===== src/rtl/audio_sample_buffer.sv =====
// -----------------------------------------------------------------------------
// audio_sample_buffer
//
// Buffers completed I2S samples in a small FIFO and sends them out as a byte
// stream, MSB first, over a valid/ready handshake. This lets the fixed I2S
// sample rate feed a transport that may stall.
//
// Optional feature macro: AUDIO_CHANNEL_TAG_EN
//   Defined   : each sample is preceded by a header byte (0xA0 for left,
//               0xA1 for right). FIFO entries are DATA_SIZE+1 bits wide.
//   Undefined : only data bytes are sent, and i_sample_channel is ignored.
//
// Parameters
//   DATA_SIZE : sample width in bits (8, 16, 24 or 32)
//   DEPTH     : FIFO depth in samples (power of two, >= 2)
//
// Ports
//   i_clk            system clock (same clock as the I2S receiver)
//   i_rst_n          asynchronous active-low reset
//   i_sample_valid   one-cycle pulse, a sample is present
//   i_sample_data    sample value
//   i_sample_channel I2S word select captured with the sample
//   o_byte_data      output byte (registered)
//   o_byte_valid     o_byte_data is valid (registered)
//   i_byte_ready     consumer accepts the byte
//   o_fifo_count     number of samples stored in the FIFO
//   o_overflow       sticky flag: a sample was dropped
//   i_overflow_clr   synchronous clear of o_overflow
// -----------------------------------------------------------------------------
module audio_sample_buffer #(
  parameter int DATA_SIZE = 16,
  parameter int DEPTH     = 8
) (
  input  logic                   i_clk,
  input  logic                   i_rst_n,
  input  logic                   i_sample_valid,
  input  logic [DATA_SIZE-1:0]   i_sample_data,
  input  logic                   i_sample_channel,
  output logic [7:0]             o_byte_data,
  output logic                   o_byte_valid,
  input  logic                   i_byte_ready,
  output logic [$clog2(DEPTH):0] o_fifo_count,
  output logic                   o_overflow,
  input  logic                   i_overflow_clr
);

  localparam int AW = $clog2(DEPTH);
  localparam int CW = AW + 1;

`ifdef AUDIO_CHANNEL_TAG_EN
  localparam int TAG_B   = 1;
  localparam int ENTRY_W = DATA_SIZE + 1;
`else
  localparam int TAG_B   = 0;
  localparam int ENTRY_W = DATA_SIZE;
`endif

  // Bytes sent per sample; index 0 is the header when tagging is enabled.
  localparam int NBYTES = DATA_SIZE / 8 + TAG_B;
  localparam int IW     = (NBYTES > 1) ? $clog2(NBYTES) : 1;
  localparam int NSLOT  = 2 ** IW;

  typedef enum logic {
    ST_IDLE,
    ST_SEND
  } state_t;

  state_t               r_state;
  state_t               w_state_next;

  logic [ENTRY_W-1:0]   r_mem [DEPTH];
  logic [AW-1:0]        r_wr_ptr;
  logic [AW-1:0]        r_rd_ptr;
  logic [CW-1:0]        r_count;
  logic                 r_overflow;

  logic [ENTRY_W-1:0]   r_shift;
  logic [IW-1:0]        r_byte_idx;
  logic [7:0]           r_byte_data;
  logic                 r_byte_valid;

  logic                 w_full;
  logic                 w_push;
  logic                 w_pop;
  logic                 w_drop;
  logic                 w_advance;
  logic                 w_handshake;
  logic                 w_last_byte;
  logic [IW-1:0]        w_idx_inc;
  logic [ENTRY_W-1:0]   w_wr_entry;
  logic [ENTRY_W-1:0]   w_head;
  logic [7:0]           w_head_bytes  [NSLOT];
  logic [7:0]           w_shift_bytes [NSLOT];

`ifdef AUDIO_CHANNEL_TAG_EN
  assign w_wr_entry = {i_sample_channel, i_sample_data};
`else
  logic w_unused_channel;
  assign w_unused_channel = i_sample_channel;
  assign w_wr_entry       = i_sample_data;
`endif

  assign w_full      = (r_count == CW'(DEPTH));
  assign w_head      = r_mem[r_rd_ptr];
  assign w_handshake = r_byte_valid & i_byte_ready;
  assign w_last_byte = (r_byte_idx == IW'(NBYTES - 1));
  assign w_idx_inc   = r_byte_idx + IW'(1);

  // A full FIFO can still accept a sample when the serializer pops in the
  // same cycle: the freed slot is the one being written.
  assign w_push = i_sample_valid & (~w_full | w_pop);
  assign w_drop = i_sample_valid & w_full & ~w_pop;

  // Byte lanes of an entry in transmit order, for both the FIFO head (used
  // on a pop) and the held sample (used when advancing).
  for (genvar gi = 0; gi < NSLOT; gi++) begin : g_byte
    if (gi < TAG_B) begin : g_hdr
      assign w_head_bytes[gi]  = {7'h50, w_head[ENTRY_W-1]};
      assign w_shift_bytes[gi] = {7'h50, r_shift[ENTRY_W-1]};
    end else if (gi < NBYTES) begin : g_data
      localparam int LSB = DATA_SIZE - 8 * (gi - TAG_B + 1);
      assign w_head_bytes[gi]  = w_head[LSB +: 8];
      assign w_shift_bytes[gi] = r_shift[LSB +: 8];
    end else begin : g_pad
      assign w_head_bytes[gi]  = 8'h00;
      assign w_shift_bytes[gi] = 8'h00;
    end
  end

  // ---------------------------------------------------------------------------
  // FIFO storage, pointers, occupancy and overflow flag
  // ---------------------------------------------------------------------------
  always_ff @(posedge i_clk) begin
    if (w_push) begin
      r_mem[r_wr_ptr] <= w_wr_entry;
    end
  end

  always_ff @(posedge i_clk or negedge i_rst_n) begin
    if (!i_rst_n) begin
      r_wr_ptr   <= '0;
      r_rd_ptr   <= '0;
      r_count    <= '0;
      r_overflow <= 1'b0;
    end else begin
      if (w_push) begin
        r_wr_ptr <= r_wr_ptr + AW'(1);
      end
      if (w_pop) begin
        r_rd_ptr <= r_rd_ptr + AW'(1);
      end
      case ({w_push, w_pop})
        2'b10:   r_count <= r_count + CW'(1);
        2'b01:   r_count <= r_count - CW'(1);
        default: r_count <= r_count;
      endcase
      // A new drop beats a simultaneous clear.
      if (w_drop) begin
        r_overflow <= 1'b1;
      end else if (i_overflow_clr) begin
        r_overflow <= 1'b0;
      end
    end
  end

  // ---------------------------------------------------------------------------
  // Serializer FSM
  // ---------------------------------------------------------------------------
  always_comb begin
    w_state_next = r_state;
    w_pop        = 1'b0;
    w_advance    = 1'b0;
    case (r_state)
      ST_IDLE: begin
        if (r_count != '0) begin
          w_pop        = 1'b1;
          w_state_next = ST_SEND;
        end
      end
      ST_SEND: begin
        if (w_handshake) begin
          if (!w_last_byte) begin
            w_advance = 1'b1;
          end else if (r_count != '0) begin
            // Chain straight into the next sample, no idle cycle.
            w_pop = 1'b1;
          end else begin
            w_state_next = ST_IDLE;
          end
        end
      end
      default: begin
        w_state_next = ST_IDLE;
      end
    endcase
  end

  always_ff @(posedge i_clk or negedge i_rst_n) begin
    if (!i_rst_n) begin
      r_state      <= ST_IDLE;
      r_shift      <= '0;
      r_byte_idx   <= '0;
      r_byte_data  <= 8'h00;
      r_byte_valid <= 1'b0;
    end else begin
      r_state      <= w_state_next;
      r_byte_valid <= (w_state_next == ST_SEND);
      // Without a pop or advance the byte register holds, which keeps the
      // output stable during a stall.
      if (w_pop) begin
        r_shift     <= w_head;
        r_byte_idx  <= '0;
        r_byte_data <= w_head_bytes[0];
      end else if (w_advance) begin
        r_byte_idx  <= w_idx_inc;
        r_byte_data <= w_shift_bytes[w_idx_inc];
      end
    end
  end

  assign o_byte_data  = r_byte_data;
  assign o_byte_valid = r_byte_valid;
  assign o_fifo_count = r_count;
  assign o_overflow   = r_overflow;

endmodule


===== config.mk =====
export PLATFORM = sky130hd
export DESIGN_NAME = audio_sample_buffer
export DESIGN_NICKNAME = d
export VERILOG_FILES = /design/src/rtl/audio_sample_buffer.sv
export SDC_FILE = /design/constraint.sdc
export NUM_CORES = 1
export LEC_CHECK = 0
export ABC_AREA = 1
export ABC_CLOCK_PERIOD_IN_PS = 3050
export CAP_MARGIN = 5
export CORE_MARGIN = 1
export CORE_UTILIZATION = 64
export CTS_CLUSTER_DIAMETER = 50
export DETAILED_ROUTE_END_ITERATION = 8
export PLACE_DENSITY = 0.86
export RECOVER_POWER = 50
export SLEW_MARGIN = 5
export SYNTH_ARGS = -nofsm -noshare
export SYNTH_HDL_FRONTEND = slang
export SYNTH_SLANG_ARGS = --single-unit

===== constraint.sdc =====
create_clock -name i_clk -period 3.05 [get_ports i_clk]
set_input_delay 0.4575 -clock i_clk [delete_from_list [all_inputs] [get_ports i_clk]]
set_output_delay 0.4575 -clock i_clk [all_outputs]
set_load 0.01 [all_outputs]

# Word-level counts from Yosys, hierarchy flattened
# Memory sizes are Yosys's and may differ from the RTL's.
# Index checks and enable logic that the tools add are counted.
# Widths: inputs -> output; s select.
[totals] ram_bits=128 in_bits=22 output_inout_bits=14 regBits=37 n_memories=1
[mem_list] name="r_mem" depth=8 word_bits=16 rd=1 rd_ports_with_merged_regs=0 write_ports=1 line="71" source="logic [ENTRY_W-1:0] r_mem [DEPTH];"
[op_classes] addsub=5 bitwise=9 magnitude_cmp=1 n_mux=22 reduce_logical=4 eq_ne=3
[ops] cell="$mux 8" count=5
[ops] cell="$mux 1" count=14
[ops] cell="$pmux 4 s2" count=1
[ops] cell="$add 3x1->3 const B" count=2
[ops] cell="$reduce_bool 2->1" count=3
[ops] cell="$add 4x1->4 const B" count=1
[ops] cell="$and 1x1->1" count=4
[ops] cell="$eq 4x4->1 const B" count=1
[ops] cell="$pmux 1 s2" count=2
[ops] cell="$reduce_bool 4->1" count=1
[ops] cell="$sub 4x1->4 const B" count=1
[ops] cell="$not 1->1" count=3
[ops] cell="$eq 2x1->1 const B" count=1
[ops] cell="$eq 2x2->1 const B" count=1
[ops] cell="$ge 2x2->1 const B" count=1
[ops] cell="$not 1->2" count=1
[ops] cell="$add 1x1->1 const B" count=1
[ops] cell="$or 1x1->1" count=1

# Logic depth before layout (Yosys ltp)
# Gate-level depths: netlist of run 1.
[logic_depth] ltp_word=9 depth_mapped=11 depth_no_buf=11

# Least setup slack after synthesis of run 1
# OpenSTA, ideal clock, no wires.
[synth_path] path_kind="reg2reg" from="reg r_count[0], in the netlist o_fifo_count[0]" to="mem r_mem[1][0] (netlist bit) (enable)" path_buffers=0 required_ns=2.662 slack_ns=0.908 setup_ns=0.388 path_stages_with_launch=6 t_arrival_ns=1.754 path_cell_list="dfrtp_1 > nor2_2 > and3_2 > a21oi_4 > nand2_1 > nor2_1"
[synth_via] elab_chain_len=9 elab_cells_between_ends=11 cone_classes="eq/ne: 1; mux: 6; bitwise: 3; reduce/logical: 1"
[synth_lines] element="from (decl)" line="74" source="logic [CW-1:0] r_count;"
[synth_lines] element="from (signal assigned)" line="153" source="2'b10: r_count <= r_count + CW'(1);"
[synth_lines] element="from (signal assigned)" line="154" source="2'b01: r_count <= r_count - CW'(1);"
[synth_lines] element="from (signal assigned)" line="155" source="default: r_count <= r_count;"
[synth_lines] element="$reduce_bool 4->1" line="175, 184"
[synth_lines] element="$mux 1" line="175, 184"
[synth_lines] element="$mux 1" line="182" source="if (!w_last_byte) begin"
[synth_lines] element="$mux 1" line="181" source="if (w_handshake) begin"
[synth_lines] element="$pmux 1 s2" line="173" source="case (r_state)"
[synth_lines] element="$or 1x1->1 *" line="111" source="assign w_push = i_sample_valid & (~w_full | w_pop);"
[synth_lines] element="$and 1x1->1 *" line="111"
[synth_lines] element="$mux 1 *" line="134" source="if (w_push) begin"
[synth_lines] element="$mux 1 (not written as such) *" line="135" source="r_mem[r_wr_ptr] <= w_wr_entry;"
[synth_lines] element="to (decl)" line="71"
# Every way passes the cells marked *; elsewhere a longest branch is shown, timed or not.

# Final worst setup path of run 1
[layout_path] from="reg r_count[0], in the netlist o_fifo_count[0]" to="mem r_mem[4][15] (netlist bit) (enable)"
# The elaborated chain is that of the path after synthesis.

==> impl_results.html, run 1 <==
<table>
<tr><th>Metric</th><th>Value</th></tr>
<tr><th colspan="2">Critical path</th></tr>
<tr><td>CP max stage delay</td><td>0.45 ns</td></tr>
<tr><td>Cells along the critical path</td><td>nor2_1 &gt; nand2_4 &gt; nand2_1 &gt; a21oi_4 &gt; inv_2 &gt; or2_4 &gt; nor2_2 &gt; buf_4</td></tr>
<tr><td>Critical path data arrival time</td><td>2.69 ns</td></tr>
<tr><td>Number of buffers and inverters on the critical path</td><td>2</td></tr>
<tr><td>Endpoint of the worst register-to-register path</td><td>r_mem[4][15]</td></tr>
<tr><td>Capturing element type of the critical path</td><td>flop</td></tr>
<tr><td>Critical-path maximum fanout</td><td>16</td></tr>
<tr><td>Reg2reg setup slack</td><td>0.58 ns</td></tr>
<tr><td>Worst setup path category</td><td>flop to flop</td></tr>
<tr><td>Worst r2r path cells</td><td>8</td></tr>
<tr><td>Startpoint class of the critical path</td><td>flop</td></tr>
<tr><td>Gate family responsible for the most delay along the worst path</td><td>simple AND/OR/NAND/NOR gates</td></tr>
<tr><td>Required time reported for the critical path endpoint</td><td>3.27 ns</td></tr>
<tr><td>Critical R2R Launch</td><td>o_fifo_count[0]</td></tr>
<tr><td>Worst path slowest cell</td><td>dfrtp_1</td></tr>
<tr><th colspan="2">Logic synthesis</th></tr>
<tr><td>Flip-flop and latch count after synthesis</td><td>165</td></tr>
<tr><td>Netlist Area Pre-Place</td><td>6690 um2</td></tr>
<tr><td>Main combinational cell family by area after synthesis</td><td>compound AO/OA/AOI/OAI gates</td></tr>
<tr><td>Adder-cell share of the synthesized area</td><td>0.561%</td></tr>
<tr><td>Simple-Gate Fraction of Synth Area</td><td>10.5%</td></tr>
<tr><td>Part of the Yosys area used for sequential elements</td><td>71.3%</td></tr>
<tr><td>Mapped Avg Cell Area</td><td>12.5 um2</td></tr>
<tr><td>Number of nets in the synthesized netlist</td><td>562</td></tr>
<tr><td>Count of unique library cells instantiated by Yosys</td><td>33</td></tr>
<tr><td>Yosys Warn Count</td><td>0</td></tr>
<tr><td>Area fraction in compound gates after synthesis</td><td>12.7%</td></tr>
<tr><td>Synthesized instance count</td><td>537</td></tr>
<tr><td>Area share of xor/xnor cells in the synthesized design</td><td>0.786%</td></tr>
<tr><td>Share of cell area taken by muxes after synthesis</td><td>0%</td></tr>
<tr><th colspan="2">Pwr</th></tr>
<tr><td>Internal</td><td>5010 uW</td></tr>
<tr><td>Switching share of total power</td><td>35.9%</td></tr>
<tr><td>Seq pwr share</td><td>39.8%</td></tr>
<tr><td>Peak VDD IR</td><td>675 uV</td></tr>
<tr><td>Combinational power share</td><td>32.3%</td></tr>
<tr><td>Reported leakage power</td><td>0.00279 uW</td></tr>
<tr><td>Fraction of power consumed by the clock network</td><td>28.0%</td></tr>
<tr><td>Switching power of the nets</td><td>2810 uW</td></tr>
<tr><td>Power density over the cells</td><td>1020 nW/um2</td></tr>
<tr><th colspan="2">Clock network</th></tr>
<tr><td>Clk Latency, worst-skew pair</td><td>0.54 ns</td></tr>
<tr><td>Clock transition at path regs</td><td>0.07 ns</td></tr>
<tr><td>Buffer depth of the longest clock path</td><td>2</td></tr>
<tr><td>TritonCTS clock tree</td><td>yes</td></tr>
<tr><td>Post-CTS Repair Setup Buffers</td><td>0</td></tr>
<tr><td>Number of buffers inserted during clock tree synthesis</td><td>17</td></tr>
<tr><td>H-Tree Depth</td><td>4</td></tr>
<tr><td>Hold-fix buffers, CTS</td><td>0</td></tr>
<tr><td>Clock Tree Root</td><td>clkbuf_8</td></tr>
<tr><td>Number of instances resized during post-cts repair</td><td>0</td></tr>
<tr><td>Count of clock tree sinks</td><td>165</td></tr>
<tr><th colspan="2">Detailed routing</th></tr>
<tr><td>Mean number of vias per cell</td><td>6.33</td></tr>
<tr><td>Number of design-rule violations left by the first detailed-router iteration</td><td>452</td></tr>
<tr><td>Detailed-route wire length</td><td>14,300 um</td></tr>
<tr><td>1st-pass router iterations</td><td>5</td></tr>
<tr><td>Detailed-route via count</td><td>4,565</td></tr>
<tr><td>DRC Markers</td><td>0</td></tr>
<tr><td>Post-route antenna net violation count</td><td>0</td></tr>
<tr><td>Routed length per instance</td><td>19.8 um</td></tr>
<tr><th colspan="2">Cells and area</th></tr>
<tr><td>Total Nets Final</td><td>599</td></tr>
<tr><td>Area overhead of the layout relative to synthesis</td><td>15.1%</td></tr>
<tr><td>Non-Filler Instances</td><td>721</td></tr>
<tr><td>Most frequent standard cell in the layout excluding fill and tap cells</td><td>edfxtp_1</td></tr>
<tr><td>Highest-count cells in the layout ignoring fill and taps</td><td>128 x edfxtp_1, 95 x nor2_1, 82 x o21ai_0, 43 x nand2_1, 37 x dfrtp_1</td></tr>
<tr><td>Final core utilization</td><td>77.3%</td></tr>
<tr><td>Fraction of layout instances using a drive strength above 1</td><td>10.4%</td></tr>
<tr><th colspan="2">STA</th></tr>
<tr><td>Transition time at the pin with the least slew margin</td><td>1.83 ns</td></tr>
<tr><td>Setup Total Neg Slack</td><td>0 ns</td></tr>
<tr><td>Final clock period utilization by the worst path</td><td>81.1%</td></tr>
<tr><td>Total count of hold-check failures in the final report</td><td>0</td></tr>
<tr><td>Clock Skews</td><td>0.0115 ns</td></tr>
<tr><td>Shortest clock period the worst path allows after layout</td><td>2.47 ns</td></tr>
<tr><td>Worst Hold Margin</td><td>0.405 ns</td></tr>
<tr><td>Unrepaired setup endpoints after global routing</td><td>no</td></tr>
<tr><td>Number of endpoints failing setup at the final stage</td><td>0</td></tr>
<tr><td>Worst-case setup margin in the final layout</td><td>0.575 ns</td></tr>
<tr><td>Max_slew headroom</td><td>-21.8%</td></tr>
<tr><td>Final count of pins violating max slew</td><td>38</td></tr>
<tr><td>Max frequency</td><td>404 MHz</td></tr>
<tr><th colspan="2">Die</th></tr>
<tr><td>Total core area</td><td>9950 um2</td></tr>
<tr><td>Die span in y</td><td>104 um</td></tr>
<tr><td>DIE AREA</td><td>10,900 um2</td></tr>
<tr><td>Initial standard-cell utilization of the core</td><td>67.2%</td></tr>
<tr><td>Top-level I/O count</td><td>36</td></tr>
<tr><td>Horizontal extent of the die</td><td>104 um</td></tr>
<tr><td>Number of standard-cell rows in the floorplan</td><td>36</td></tr>
<tr><th colspan="2">Outcome</th></tr>
<tr><td>Failing checks</td><td>max-capacitance violations, max-slew violations</td></tr>
<tr><td>Result of the run</td><td>finished with violations</td></tr>
<tr><th colspan="2">Place</th></tr>
<tr><td>Port bufs</td><td>34</td></tr>
<tr><td>Setup Slack @ Placement</td><td>0.494 ns</td></tr>
<tr><td>Detail Placement HPWL</td><td>7860 um</td></tr>
<tr><td>Routability cong.</td><td>0.845</td></tr>
<tr><td>Post-Place Cells</td><td>688</td></tr>
<tr><th colspan="2">Global routing</th></tr>
<tr><td>First-pass GRT wire length</td><td>22,700 um</td></tr>
<tr><td>Total global-route track usage</td><td>28.3%</td></tr>
<tr><td>Remaining global-route overflow</td><td>0</td></tr>
<tr><td>Initial antenna violation count</td><td>1</td></tr>
<tr><td>Largest net degree at the start of global routing</td><td>66</td></tr>
<tr><td>Number of global-route vias before repair</td><td>4,375</td></tr>
<tr><th colspan="2">Worst hold path</th></tr>
<tr><td>Min-delay worst type</td><td>input pin to asynchronous set/reset pin</td></tr>
<tr><th colspan="2">Run</th></tr>
<tr><td>Number of max-cap violations</td><td>1</td></tr>
</table>
logic make-up after synthesis:
family	count (synthesis)
and+or+nand+nor	165
xor gates and xnor gates	6
buffers and inverters	54
AOI/OAI and AO/OA	144
DFF	165
adders and majority gates	3
per-stage QoR:
step           instance area, um2  power (uW)
2_1_floorplan                6690        4900
3_3_place_gp                 7110        5460
3_5_place_dp                 7110        5610
4_1_cts                      7710        7800
5_1_grt                      7690        8200
6_report                     7700        7820
cells in the mapped netlist (all sizes together):
master | n | area, um2
xor2 | 6 | 52.6
o22ai | 8 | 50.1
nor2 | 100 | 390
o211ai | 24 | 180
ha | 3 | 37.5
or2 | 1 | 8.76
clkinv | 2 | 7.51
o21ai | 85 | 425
a21oi | 10 | 65.1
dfrtp | 37 | 926
and3 | 1 | 7.51
edfxtp | 128 | 3840
a31oi | 8 | 50.1
buf | 18 | 138
nand4 | 2 | 12.5
nand2 | 46 | 206
o221ai | 8 | 70.1
clkbuf | 11 | 41.3
nand3 | 15 | 80.1
inv | 23 | 88.8
o21bai | 1 | 7.51
worst register-to-register path, delay by kind of cell, from the launching register on:
kind / cells / cell delay, ns
buf+inv: 2 / 0.36
simple gates: 5 / 0.97
flops: 1 / 0.45
compound gates: 1 / 0.37
registers in the layout (all words and copies together) (netlist names):
signal and cells:
r_rd_ptr 3, o_overflow 1, r_wr_ptr 3, r_shift 16
o_byte_data 8, o_byte_valid 1, r_byte_idx 1, r_mem 128
o_fifo_count 4
power groups by stage:
stage	combinational [uW]	clock [uW]	sequential (uW)
6_report	2520	2190	3110
5_1_grt	2780	2270	3140
4_1_cts	2520	2190	3100
3_5_place_dp	2470	0	3140
3_3_place_gp	2350	0	3110
2_1_floorplan	1760	0	3140
how the worst max path moves through the flow:
| stage | endpoint | depth (start not counted) | from | slack, ns |
|---|---|---|---|---|
| after global routing | r_mem[4][15] | 8 | o_fifo_count[0] | 0.44 |
| after floorplan | r_mem[1][0] | 5 | o_fifo_count[0] | 0.91 |
| after global placement | r_mem[0][9] | 9 | i_byte_ready | 0.56 |
| after detailed placement | r_mem[4][10] | 9 | i_byte_ready | 0.49 |
| after CTS | r_mem[4][13] | 8 | o_fifo_count[0] | 0.96 |
| final | r_mem[4][15] | 8 | o_fifo_count[0] | 0.58 |
final cells by class:
| class | instances | area [um2] |
|---|---|---|
| Sequential cell | 165 | 4770 |
| Fill cell | 554 | 2260 |
| Multi-Input combinational cell | 318 | 1630 |
| Timing Repair Buffer | 47 | 432 |
| Clock buffer | 17 | 414 |
| Clock inverter | 15 | 190 |
| Tap cell | 133 | 166 |
| Inverter | 25 | 96.3 |
| Antenna cell | 1 | 2.50 |
routing by layer:
layer / up-vias / part of all wire [%] / routed length [um] / track usage [%]
li1: 2013 / - / - / -
met4: 0 / 2.6 / 375 / 13.9
met3: 44 / 9.4 / 1340 / 7.33
met2: 299 / 50 / 7200 / 46.8
met1: 2209 / 38 / 5380 / 34.8
met5: - / 0 / 0 / 0
Note: power is estimated with default switching activity, not from simulation.
==> run 2: changes to the inputs <==
- ABC_CLOCK_PERIOD_IN_PS: 3050 -> 2100
- CORE_UTILIZATION: 64 -> 53
- PLACE_DENSITY: 0.86 -> 0.77
- clock period: 3.05 -> 2.1 ns (I/O delays scaled with it)
==> impl_results.html, run 2 (same netlist as run 1, synthesis figures left out) <==
<table>
<tr><th>Metric</th><th>Value</th></tr>
<tr><th colspan="2">Global routing</th></tr>
<tr><td>Number of global-route vias before repair</td><td>4,284</td></tr>
<tr><td>Initial antenna violation count</td><td>0</td></tr>
<tr><td>Largest net degree at the start of global routing</td><td>38</td></tr>
<tr><td>Remaining global-route overflow</td><td>0</td></tr>
<tr><td>First-pass GRT wire length</td><td>21,600 um</td></tr>
<tr><td>Total global-route track usage</td><td>22.9%</td></tr>
<tr><th colspan="2">Critical path</th></tr>
<tr><td>Logic depth of the worst setup path including buffers</td><td>7</td></tr>
<tr><td>Worst setup path category</td><td>flop to flop</td></tr>
<tr><td>CP max stage delay</td><td>0.47 ns</td></tr>
<tr><td>Reg2reg setup slack</td><td>0.11 ns</td></tr>
<tr><td>Critical R2R Launch</td><td>o_fifo_count[0]</td></tr>
<tr><td>Worst path slowest cell</td><td>dfrtp_1</td></tr>
<tr><td>Critical-path maximum fanout</td><td>6</td></tr>
<tr><td>Endpoint of the worst register-to-register path</td><td>r_mem[7][13]</td></tr>
<tr><td>Gate family responsible for the most delay along the worst path</td><td>simple AND/OR/NAND/NOR gates</td></tr>
<tr><td>Capturing element type of the critical path</td><td>flop</td></tr>
<tr><td>Cells along the critical path</td><td>nor2_2 &gt; and3_2 &gt; a21oi_4 &gt; buf_4 &gt; nand2_1 &gt; nor2_1 &gt; buf_4</td></tr>
<tr><td>Critical path data arrival time</td><td>2.13 ns</td></tr>
<tr><td>Number of buffers and inverters on the critical path</td><td>2</td></tr>
<tr><td>Worst r2r path cells</td><td>7</td></tr>
<tr><td>Most frequent cell on the critical path</td><td>buf_4</td></tr>
<tr><td>Required time reported for the critical path endpoint</td><td>2.24 ns</td></tr>
<tr><td>Startpoint class of the critical path</td><td>flop</td></tr>
<tr><th colspan="2">Place</th></tr>
<tr><td>Port bufs</td><td>34</td></tr>
<tr><td>Routability cong.</td><td>0.833</td></tr>
<tr><td>Instance area at placement</td><td>7340 um2</td></tr>
<tr><td>Detail Placement HPWL</td><td>8960 um</td></tr>
<tr><td>Post-Place Cells</td><td>745</td></tr>
<tr><th colspan="2">Detailed routing</th></tr>
<tr><td>Detailed-route via count</td><td>4,373</td></tr>
<tr><td>1st-pass router iterations</td><td>5</td></tr>
<tr><td>Routed length per instance</td><td>17.5 um</td></tr>
<tr><td>Post-route antenna net violation count</td><td>0</td></tr>
<tr><td>Number of design-rule violations left by the first detailed-router iteration</td><td>387</td></tr>
<tr><td>Mean number of vias per cell</td><td>5.62</td></tr>
<tr><td>DRC Markers</td><td>0</td></tr>
<tr><td>Detailed-route wire length</td><td>13,600 um</td></tr>
<tr><th colspan="2">Cells and area</th></tr>
<tr><td>Area of the multi-input gates</td><td>1640 um2</td></tr>
<tr><td>Fillers</td><td>904</td></tr>
<tr><td>Highest-count cells in the layout ignoring fill and taps</td><td>128 x edfxtp_1, 94 x nor2_1, 82 x o21ai_0, 43 x nand2_1, 37 x dfrtp_1</td></tr>
<tr><td>Non-Filler Instances</td><td>778</td></tr>
<tr><td>Area overhead of the layout relative to synthesis</td><td>18.2%</td></tr>
<tr><td>Antenna fix cells</td><td>0</td></tr>
<tr><td>Final core utilization</td><td>65.0%</td></tr>
<tr><td>Flip-flop count of the largest register, all copies and words added</td><td>128</td></tr>
<tr><td>Most frequent standard cell in the layout excluding fill and tap cells</td><td>edfxtp_1</td></tr>
<tr><td>Register area</td><td>4770 um2</td></tr>
<tr><td>Register name with the most flops</td><td>r_mem</td></tr>
<tr><td>Fraction of layout instances using a drive strength above 1</td><td>13.8%</td></tr>
<tr><td>Total Nets Final</td><td>622</td></tr>
<tr><td>Area of all placed cells without fillers</td><td>7910 um2</td></tr>
<tr><th colspan="2">Clock network</th></tr>
<tr><td>H-Tree Depth</td><td>4</td></tr>
<tr><td>TritonCTS clock tree</td><td>yes</td></tr>
<tr><td>Hold-fix buffers, CTS</td><td>1</td></tr>
<tr><td>Post-CTS Repair Setup Buffers</td><td>0</td></tr>
<tr><td>Clk Latency, worst-skew pair</td><td>0.43 ns</td></tr>
<tr><td>Number of instances resized during post-cts repair</td><td>0</td></tr>
<tr><td>Buffer depth of the longest clock path</td><td>2</td></tr>
<tr><td>Clock Tree Root</td><td>clkbuf_16</td></tr>
<tr><td>Clock transition at path regs</td><td>0.06 ns</td></tr>
<tr><td>Count of clock tree sinks</td><td>165</td></tr>
<tr><td>Number of buffers inserted during clock tree synthesis</td><td>17</td></tr>
<tr><th colspan="2">Run</th></tr>
<tr><td>Number of max-cap violations</td><td>0</td></tr>
<tr><th colspan="2">STA</th></tr>
<tr><td>Clock Skews</td><td>0.00807 ns</td></tr>
<tr><td>Shortest clock period the worst path allows after layout</td><td>1.99 ns</td></tr>
<tr><td>Total count of hold-check failures in the final report</td><td>0</td></tr>
<tr><td>Number of endpoints failing setup at the final stage</td><td>0</td></tr>
<tr><td>Transition time at the pin with the least slew margin</td><td>0.927 ns</td></tr>
<tr><td>Final count of pins violating max slew</td><td>0</td></tr>
<tr><td>Setup Total Neg Slack</td><td>0 ns</td></tr>
<tr><td>Final clock period utilization by the worst path</td><td>95.0%</td></tr>
<tr><td>Max_slew headroom</td><td>38.2%</td></tr>
<tr><td>Max frequency</td><td>501 MHz</td></tr>
<tr><td>Unrepaired setup endpoints after global routing</td><td>no</td></tr>
<tr><th colspan="2">Die</th></tr>
<tr><td>Horizontal extent of the die</td><td>114 um</td></tr>
<tr><td>Initial standard-cell utilization of the core</td><td>55.0%</td></tr>
<tr><td>Die span in y</td><td>114 um</td></tr>
<tr><td>Top-level I/O count</td><td>36</td></tr>
<tr><td>Total core area</td><td>12,200 um2</td></tr>
<tr><td>DIE AREA</td><td>13,100 um2</td></tr>
<tr><td>Number of standard-cell rows in the floorplan</td><td>40</td></tr>
<tr><th colspan="2">Worst hold path</th></tr>
<tr><td>Endpoint of the worst hold-timing path</td><td>o_overflow</td></tr>
<tr><td>Number of cells on the worst hold path</td><td>2</td></tr>
<tr><td>Source of the worst hold timing path</td><td>i_overflow_clr</td></tr>
<tr><td>Min-delay worst type</td><td>input pin to flop</td></tr>
<tr><th colspan="2">Outcome</th></tr>
<tr><td>Result of the run</td><td>complete, no violations</td></tr>
<tr><th colspan="2">Pwr</th></tr>
<tr><td>Total power draw</td><td>11,200 uW</td></tr>
<tr><td>Power density over the cells</td><td>1420 nW/um2</td></tr>
<tr><td>Reported leakage power</td><td>0.00287 uW</td></tr>
<tr><td>Peak VDD IR</td><td>625 uV</td></tr>
</table>
==> run 2: where the power goes <==
| group | internal (uW) | switching, uW | leakage, uW |
|---|---|---|---|
| clock | 1630 | 1260 | 0.000255 |
| combinational | 1390 | 2430 | 0.00101 |
| sequential | 4220 | 284 | 0.00160 |
| total | 7250 | 3970 | 0.00287 |
==> run 2: worst max-delay path by stage <==
stage                          startpoint            to  slack, ns
final                     o_fifo_count[0]  r_mem[7][13]       0.11
after global routing      o_fifo_count[0]  r_mem[7][10]      0.004
after CTS                 o_fifo_count[0]  r_mem[7][11]       0.12
after detailed placement     i_byte_ready  r_mem[7][13]      -0.17
after global placement       i_byte_ready  r_mem[7][13]      -0.11
after floorplan           o_fifo_count[0]   r_mem[1][0]      -0.04
==> run 2: worst register-to-register path, stage by stage (launching register included) <==
cell     delay, ns
dfrtp_1       0.47
nor2_2        0.09
and3_2        0.21
a21oi_4       0.16
buf_4         0.16
nand2_1       0.11
nor2_1        0.27
buf_4         0.24
==> run 2: layout make-up <==
| class | count | share of cell area (%) |
|---|---|---|
| Timing Repair Buffer | 70 | 8.01 |
| Sequential cell | 165 | 60.3 |
| Clock inverter | 14 | 1.65 |
| Inverter | 25 | 1.22 |
| Clock buffer | 18 | 5.43 |
| Tap cell | 168 | 2.66 |
| Multi-Input combinational cell | 318 | 20.7 |
==> run 2: layer usage <==
layer	wire length [um]	up-vias	GRT usage, %
met4	319	0	11.0
li1	-	2058	-
met3	799	27	6.03
met1	5540	2151	27.7
met2	6950	137	38.3
met5	0	-	0
==> run 2: through the flow <==
stage / worst slack (ns) / hold slack, ns
after floorplan: -0.0425 / 0.0194
after detailed placement: -0.173 / 0.457
after global placement: -0.111 / 0.437
after global routing: 0.00445 / 0.469
final: 0.106 / 0.458
after CTS: 0.118 / 0.442
